## src/rtl/serial_borrow_subtractor_pkg.sv

```systemverilog
// rtl/serial_borrow_subtractor_pkg.sv - shared state encoding and sizing helper for the serial subtractor
package serial_borrow_subtractor_pkg;

    typedef enum logic [1:0] {
        S_IDLE  = 2'd0,
        S_SHIFT = 2'd1,
        S_DONE  = 2'd2
    } state_t;

    // Bit counter is one bit wider than needed to index WIDTH bits.
    function automatic int cnt_width(input int width);
        return $clog2(width) + 1;
    endfunction

endpackage

```

## src/rtl/serial_borrow_subtractor_if.sv

```systemverilog
// rtl/serial_borrow_subtractor_if.sv - start/done operand and result bundle for the serial subtractor
interface serial_borrow_subtractor_if #(
    parameter int WIDTH = 4
);
    logic             start;
    logic [WIDTH-1:0] A;
    logic [WIDTH-1:0] B;
    logic             Bin;
    logic             busy;
    logic             done;
    logic [WIDTH-1:0] Diff;
    logic             Bout;

    modport master (
        output start, A, B, Bin,
        input  busy, done, Diff, Bout
    );

    modport slave (
        input  start, A, B, Bin,
        output busy, done, Diff, Bout
    );
endinterface

```

## src/rtl/serial_borrow_subtractor_full_subtractor.sv

```systemverilog
// rtl/serial_borrow_subtractor_full_subtractor.sv - combinational 1-bit full subtractor
module full_subtractor (
    input  logic a,
    input  logic b,
    input  logic bi,
    output logic d,
    output logic bo
);
    assign d  = a ^ b ^ bi;
    assign bo = (~a & b) | (~(a ^ b) & bi);
endmodule

```

## src/rtl/serial_borrow_subtractor.sv

```systemverilog
// rtl/serial_borrow_subtractor.sv - bit-serial A - B - Bin, LSB first, behind a start/done handshake
module serial_borrow_subtractor
    import serial_borrow_subtractor_pkg::*;
#(
    parameter int WIDTH = 4
) (
    input  logic                       clk,
    input  logic                       rst,
    serial_borrow_subtractor_if.slave  bus
);
    localparam int             CW       = cnt_width(WIDTH);
    localparam logic [CW-1:0]  CNT_LAST = CW'(WIDTH - 1);

    state_t           state_q, state_d;
    logic [CW-1:0]    cnt_q, cnt_d;
    logic [WIDTH-1:0] a_q, a_d;
    logic [WIDTH-1:0] b_q, b_d;
    logic             borrow_q, borrow_d;
    logic [WIDTH-1:0] diff_q, diff_d;
    logic             bout_q, bout_d;
    logic             busy_q, busy_d;
    logic             done_q, done_d;

    logic fs_d, fs_bo;
    logic load;

    full_subtractor u_fs (
        .a  (a_q[0]),
        .b  (b_q[0]),
        .bi (borrow_q),
        .d  (fs_d),
        .bo (fs_bo)
    );

    // A new operation is accepted from IDLE, or straight out of DONE for back-to-back use.
    assign load = bus.start && (state_q == S_IDLE || state_q == S_DONE);

    always_comb begin
        state_d  = state_q;
        cnt_d    = cnt_q;
        a_d      = a_q;
        b_d      = b_q;
        borrow_d = borrow_q;
        diff_d   = diff_q;
        bout_d   = bout_q;
        busy_d   = busy_q;
        done_d   = 1'b0;

        if (load) begin
            a_d      = bus.A;
            b_d      = bus.B;
            borrow_d = bus.Bin;
            diff_d   = '0;
            cnt_d    = '0;
            busy_d   = 1'b1;
            state_d  = S_SHIFT;
        end else begin
            case (state_q)
                S_SHIFT: begin
                    a_d      = a_q >> 1;
                    b_d      = b_q >> 1;
                    borrow_d = fs_bo;
                    diff_d   = {fs_d, diff_q[WIDTH-1:1]};
                    if (cnt_q == CNT_LAST) begin
                        bout_d  = fs_bo;
                        busy_d  = 1'b0;
                        done_d  = 1'b1;
                        state_d = S_DONE;
                    end else begin
                        cnt_d = cnt_q + CW'(1);
                    end
                end
                S_DONE:  state_d = S_IDLE;
                S_IDLE:  state_d = S_IDLE;
                default: begin
                    busy_d  = 1'b0;
                    state_d = S_IDLE;
                end
            endcase
        end
    end

    always_ff @(posedge clk) begin
        if (rst) begin
            state_q  <= S_IDLE;
            cnt_q    <= '0;
            a_q      <= '0;
            b_q      <= '0;
            borrow_q <= 1'b0;
            diff_q   <= '0;
            bout_q   <= 1'b0;
            busy_q   <= 1'b0;
            done_q   <= 1'b0;
        end else begin
            state_q  <= state_d;
            cnt_q    <= cnt_d;
            a_q      <= a_d;
            b_q      <= b_d;
            borrow_q <= borrow_d;
            diff_q   <= diff_d;
            bout_q   <= bout_d;
            busy_q   <= busy_d;
            done_q   <= done_d;
        end
    end

    assign bus.busy = busy_q;
    assign bus.done = done_q;
    assign bus.Diff = diff_q;
    assign bus.Bout = bout_q;
endmodule
```

## src/flat_wrapper.sv

```systemverilog
// flat-port wrapper written by rule: the top's interface ports become plain ports
module serial_borrow_subtractor_flat import serial_borrow_subtractor_pkg::*;
#(
    parameter int WIDTH = 4
)
  (clk, rst, bus_start, bus_A, bus_B, bus_Bin, bus_busy, bus_done, bus_Diff, bus_Bout);
  serial_borrow_subtractor_if #(.WIDTH(WIDTH)) bus_i ();
  input  logic clk;
  input  logic rst;
  input wire logic [$bits(bus_i.start)-1:0] bus_start;
  input wire logic [$bits(bus_i.A)-1:0] bus_A;
  input wire logic [$bits(bus_i.B)-1:0] bus_B;
  input wire logic [$bits(bus_i.Bin)-1:0] bus_Bin;
  output wire logic [$bits(bus_i.busy)-1:0] bus_busy;
  output wire logic [$bits(bus_i.done)-1:0] bus_done;
  output wire logic [$bits(bus_i.Diff)-1:0] bus_Diff;
  output wire logic [$bits(bus_i.Bout)-1:0] bus_Bout;
  assign bus_i.start = bus_start;
  assign bus_i.A = bus_A;
  assign bus_i.B = bus_B;
  assign bus_i.Bin = bus_Bin;
  assign bus_busy = bus_i.busy;
  assign bus_done = bus_i.done;
  assign bus_Diff = bus_i.Diff;
  assign bus_Bout = bus_i.Bout;
  serial_borrow_subtractor #(.WIDTH(WIDTH)) u_core (.clk(clk), .rst(rst), .bus(bus_i));
endmodule
```

## config.mk

```make
export PLATFORM = sky130hd
export DESIGN_NAME = serial_borrow_subtractor_flat
export DESIGN_NICKNAME = d
export VERILOG_FILES = /design/src/rtl/serial_borrow_subtractor_pkg.sv /design/src/rtl/serial_borrow_subtractor_if.sv /design/src/rtl/serial_borrow_subtractor_full_subtractor.sv /design/src/rtl/serial_borrow_subtractor.sv /design/src/flat_wrapper.sv
export SDC_FILE = /design/constraint.sdc
export NUM_CORES = 1
export LEC_CHECK = 0
export CAP_MARGIN = 20
export CORE_AREA = 4 4 49 60
export CTS_CLUSTER_SIZE = 10
export DETAILED_ROUTE_END_ITERATION = 10
export DIE_AREA = 0 0 53 64
export PLACE_DENSITY_LB_ADDON = 0.15
export SETUP_SLACK_MARGIN = 0.15
export SLEW_MARGIN = 20
export SYNTH_ARGS = -nofsm -noshare
export SYNTH_HDL_FRONTEND = slang
export SYNTH_SLANG_ARGS = --single-unit
```

## constraint.sdc

```tcl
create_clock -name clk -period 1.28 [get_ports clk]
set_input_delay 0.384 -clock clk [delete_from_list [all_inputs] [get_ports clk]]
set_output_delay 0.384 -clock clk [all_outputs]
set_load 0.05 [all_outputs]
```

# After elaboration in Yosys (flattened, before gate mapping)
# Index checks and enable logic that the tools add are counted.
dict set report totals {
  ff_bits 21
  out_inout_bits 7
  latch_bits 0
  n_memories 0
  romBits 0
  mem_bits_rw 0
  elab_cells 49
}
dict set report classes {
  multipliers 0
  n_mux 13
  magnitude_cmp 0
  div 0
  reduce_logical 10
  eq_ne 5
  bitwise 10
  shifts 0
  add_sub_neg 1
}
# op n
set op_table {}
lappend op_table {{$mux 4} 4}
lappend op_table {{$mux 1} 8}
lappend op_table {{$not 1->1} 5}
lappend op_table {{$reduce_and 2->1} 2}
lappend op_table {{$reduce_or 2->1} 2}
lappend op_table {{$add 3x1->3 const B} 1}
lappend op_table {{$eq 3x2->1 const B} 1}
lappend op_table {{$ne 3x1->1 const B} 1}
lappend op_table {{$reduce_and 3->1} 1}
lappend op_table {{$reduce_or 3->1} 1}
lappend op_table {{$and 1x1->1} 2}
lappend op_table {{$eq 2x1->1 const B} 1}
lappend op_table {{$eq 2x2->1 const B} 1}
lappend op_table {{$logic_not 2->1} 1}
lappend op_table {{$ne 2x1->1 const B} 1}
lappend op_table {{$pmux 1 s2} 1}
lappend op_table {{$reduce_bool 2->1} 1}
lappend op_table {{$xor 1x1->1} 2}
lappend op_table {{$logic_and 1x1->1} 1}
lappend op_table {{$logic_or 1x1->1} 1}
lappend op_table {{$or 1x1->1} 1}

# Longest topological paths before layout
dict set report depth {
  ltp_word 6
  ltp_mapped 5
  depth_no_buf 5
}

# By module
# Synthesis repeated with hierarchy kept, for this count alone.
dict set report unflattened {
  hier_cells 99
  hier_area_um2 878.3
}
# module seq_area_each_um2 instances area_per_inst_um2 cells_per_inst
set by_module_without_submodules {}
lappend by_module_without_submodules {serial_borrow_subtractor 420.4 1 847.1 95}
lappend by_module_without_submodules {full_subtractor 0.0 1 31.3 4}

# Worst setup path after synthesis
# Ideal clock, no wire load.
dict set report synth_path {
  path_type {register -> register}
  startpoint {register u_core.cnt_q[0]}
  endpoint {register u_core.cnt_q[2]}
  arrival_time_ns 1.243
  slack_ns -0.049
  period_less_slack_ns 1.329
  stages_incl_launch_ff 6
  path_buffers 0
  required_ns 1.194
  setup_time_ns 0.086
  path_cell_list {dfxtp_1 > ha_1 > ha_1 > nor3b_4 > nor2_1 > a211oi_1}
}
dict set report synth_between {
  elab_chain_cells 3
}
# element line_no
set synth_lines {}
lappend synth_lines {{from (decl)} serial_borrow_subtractor.sv:15} ;# logic [CW-1:0] cnt_q, cnt_d;
lappend synth_lines {{from (signal assigned)} serial_borrow_subtractor.sv:96} ;# cnt_q <= cnt_d;
lappend synth_lines {{branches (longest 3 deep; another with $add 3x1->3)} n/a}
# Parallel ways; which one is timed is not known.
# A chain may end at the register's enable or synchronous reset.

# Final worst setup path
dict set report layout_path {
  startpoint {register u_core.cnt_q[1]}
  endpoint {register u_core.cnt_q[0]}
}
dict set report layout_between {
  elab_chain_cells 3
}
# element line_no
set layout_lines {}
lappend layout_lines {{$eq 3x2->1} serial_borrow_subtractor.sv:64} ;# if (cnt_q == CNT_LAST) begin
lappend layout_lines {{$not 1->1 (no source line)} n/a}
lappend layout_lines {{$reduce_and 2->1 (no source line)} n/a}
# Every way passes these cells.

==> results by group <==
Critical path
  • Worst endpoint required time: 1.48 ns
  • CP max stage delay: 0.35 ns
  • Critical path class: flop to flop
  • Crit path DAT: 1.46 ns
  • Cell mode on critical path: ha_4
  • Crit Path Max Fanout: 5
  • Endpoint class of the critical path: flop
  • Crit-path slowest cell: dfxtp_2
  • Crit-path cells: ha_4, ha_4, nor3b_4, xnor2_1, nor2_1
  • Startpoint types: flop

Floorplanning
  • Die Y: 64 um
  • Rows: 20
  • Initial Util: 37.4%
  • # IOs: 19
  • Die area: 3390 um2
  • Core area: 2430 um2
  • DIE WIDTH: 53 um

Pwr
  • Worst VDD drop: 0.499 mV
  • Power Dens Cells: 921 nW/um2
  • Design Power: 1.35 mW
  • Leak pwr: 0.559 nW

Logic synthesis
  • Mapped Nets: 112
  • Syn Area/Cell: 9.35 um2
  • #FFs+latches synth: 21
  • Area leader, netlist: dfxtp_1
  • Seq/Total Area, Yosys: 46.3%
  • Distinct cell type count after synthesis: 26
  • Top cell type's share of synthesized area: 46.3%
  • Mapped Cells: 97
  • Yosys warnings: 0
  • Synth top area cells: dfxtp_1 46%, nand2_1 7.9%, a311oi_2 6.6%
  • Synthesized area: 907 um2

Global routing
  • Antenna violations before repair: 0
  • First-pass GRT wire length: 3.13 mm
  • Global Route Usage Sum: 12.6%
  • Total gr overflow: 0
  • Vias in the first global route: 701
  • Largest net degree at the start of global routing: 15

Cells and area
  • Most common cell after layout, fill and taps aside: buf_4
  • Nets: 151
  • Reg area: 448 um2
  • Area of the multi-input gates: 528 um2
  • Commonest non-fill, non-tap cells in the layout: 18 x buf_4, 17 x nand2_1, 10 x clkdlybuf4s50_1, 10 x dfxtp_2, 9 x nor2_1
  • Number of diodes: 0
  • Fillers: 214
  • Layout area overhead: 61.1%
  • Share of cells above drive strength 1: 48.1%

Clock network
  • CTS buffer count: 3
  • Root Buffer Master: clkbuf_4
  • CTS tree: yes
  • Clk slew on worst S/H paths: 0.12 ns
  • # clock sinks: 21
  • Clk Latency, worst-skew pair: 0.31 ns
  • Bufs on Longest Clock Path: 2
  • H-tree levels: 1
  • Hold Buf Count CTS: 0

Timing
  • Hold Fails Final Rpt: 0
  • Fin crit period: 1.26 ns
  • Total Negative Setup Slacks: 0 ns
  • PnR worst setup slack: 0.0190 ns
  • Final setup fails: 0
  • Unrepaired setup endpoints after global routing: true
  • Final worst clock skew: 0.00445 ns
  • Tcrit/Tclk final: 98.5%
  • Slew @ Worst Pin: 0.317 ns
  • Max Freq: 793 MHz
  • Pins Over Slew Limit: 0
  • Slew margin rel.: 78.9%
  • Final hold slack: 0.475 ns

Detailed routing
  • Total wire length: 2.01 mm
  • Vias per Instance: 4.81
  • Via Count: 808
  • DRC: 0
  • Antenna-violating nets left: 0
  • Detailed Routing Iterations Pass 1: 3
  • Iter 0 DRT Violations: 12
  • WL per Instance: 12.0 um

Flow run
  • Total of max-cap violations: 0

Outcome
  • Run status: complete, no violations

Placed design
  • Routability cong.: 0.692
  • Port buffer count: 18
  • Pre-CTS WS: -0.313 ns
  • HPWL after DPL: 1.33 mm

Min path
  • Hold WC Path Type: flop to flop
## metal layers
layer | wire length (um) | part of all wire, % | GRT usage [%]
met2 | 1080 | 54 | 21.4
met4 | 34 | 1.7 | 6.71
met5 | 0 | 0 | 0
met1 | 826 | 41 | 14.5
met3 | 68 | 3.4 | 2.10
## cells in the mapped netlist
cell type	n
buf_2	1
nand2b_1	1
a22oi_1	2
mux2i_1	2
a2bb2oi_1	1
ha_1	2
nand2_1	19
and2b_4	1
nor3b_4	1
a21oi_1	10
nand3_1	3
o21ai_1	1
a211oi_1	1
nand2b_2	2
clkbuf_1	1
inv_1	3
nor3_1	2
buf_6	3
nor2b_1	1
a311oi_1	1
nor2_1	11
o21bai_1	1
xnor2_1	1
a311oi_2	4
dfxtp_1	21
fa_1	1
## path summary, 6_finish.rpt
kind	startpoint	end	slack (ns)	cells past startpoint
min	u_core.b_q[0]	u_core.b_q[0]	0.48	2
min reg2reg	u_core.b_q[0]	u_core.b_q[0]	0.48	2
max reg2reg	u_core.cnt_q[1]	u_core.cnt_q[0]	0.02	5
max	u_core.cnt_q[1]	u_core.cnt_q[0]	0.02	5
## state kept, by name (all words and copies together), names as in the netlist
name,flops
u_core.a_q,4
u_core.b_q,4
u_core.borrow_q,1
u_core.bus.Bout,1
u_core.bus.Diff,4
u_core.bus.busy,1
u_core.bus.done,1
u_core.cnt_q,3
u_core.state_q,2
## stage by stage
stage | cell area [um2] | std cells | util [%]
floorplan | 935 | 97 | -
finish | 1460 | 168 | 60.2
CTS | 1350 | 161 | 55.6
global route | 1460 | 168 | 60.2
global placement | 1240 | 150 | 50.9
detailed placement | 1240 | 150 | 50.9
## where the power goes
part           total [mW]  internal (mW)  switching [mW]
logic               0.307          0.168           0.139
registers           0.712          0.685          0.0275
clock network       0.327          0.122           0.205
## repair_timing
item	4_1_cts	5_1_grt
resized for setup	17	19
endpoints found under the setup margin	22	19
gates cloned	1	0
pin swaps	4	9
buffers inserted	6	7
## kinds of logic (layout without fill, tap and decap cells)
family | count (synthesis) | in the layout | share of synthesized area (%)
AO/OA/AOI/OAI | 21 | 21 | 17.9
XOR/XNOR | 1 | 1 | 0.966
adder cells (fa/ha/maj) | 3 | 3 | 4.97
buffers and inverters | 8 | 45 | 5.93
flip-flops | 21 | 21 | 46.3
multiplexers | 2 | 2 | 2.21
AND/OR/NAND/NOR | 41 | 42 | 21.7
## critical path: cells and delay by family (launching register included)
family / cells / cell delay [ns]
fa+ha+maj: 2 / 0.32
xor+xnor: 1 / 0.16
simple gates: 2 / 0.32
flops: 1 / 0.35
## cell type report
type,instances,share of cell area [%]
clock buffers,4,1.80
multi-input cells,69,36.1
well taps,33,2.83
flip-flops and latches,21,30.7
repair buffers,38,27.8
inverters,3,0.771
Note: power is estimated with default switching activity, not from simulation.
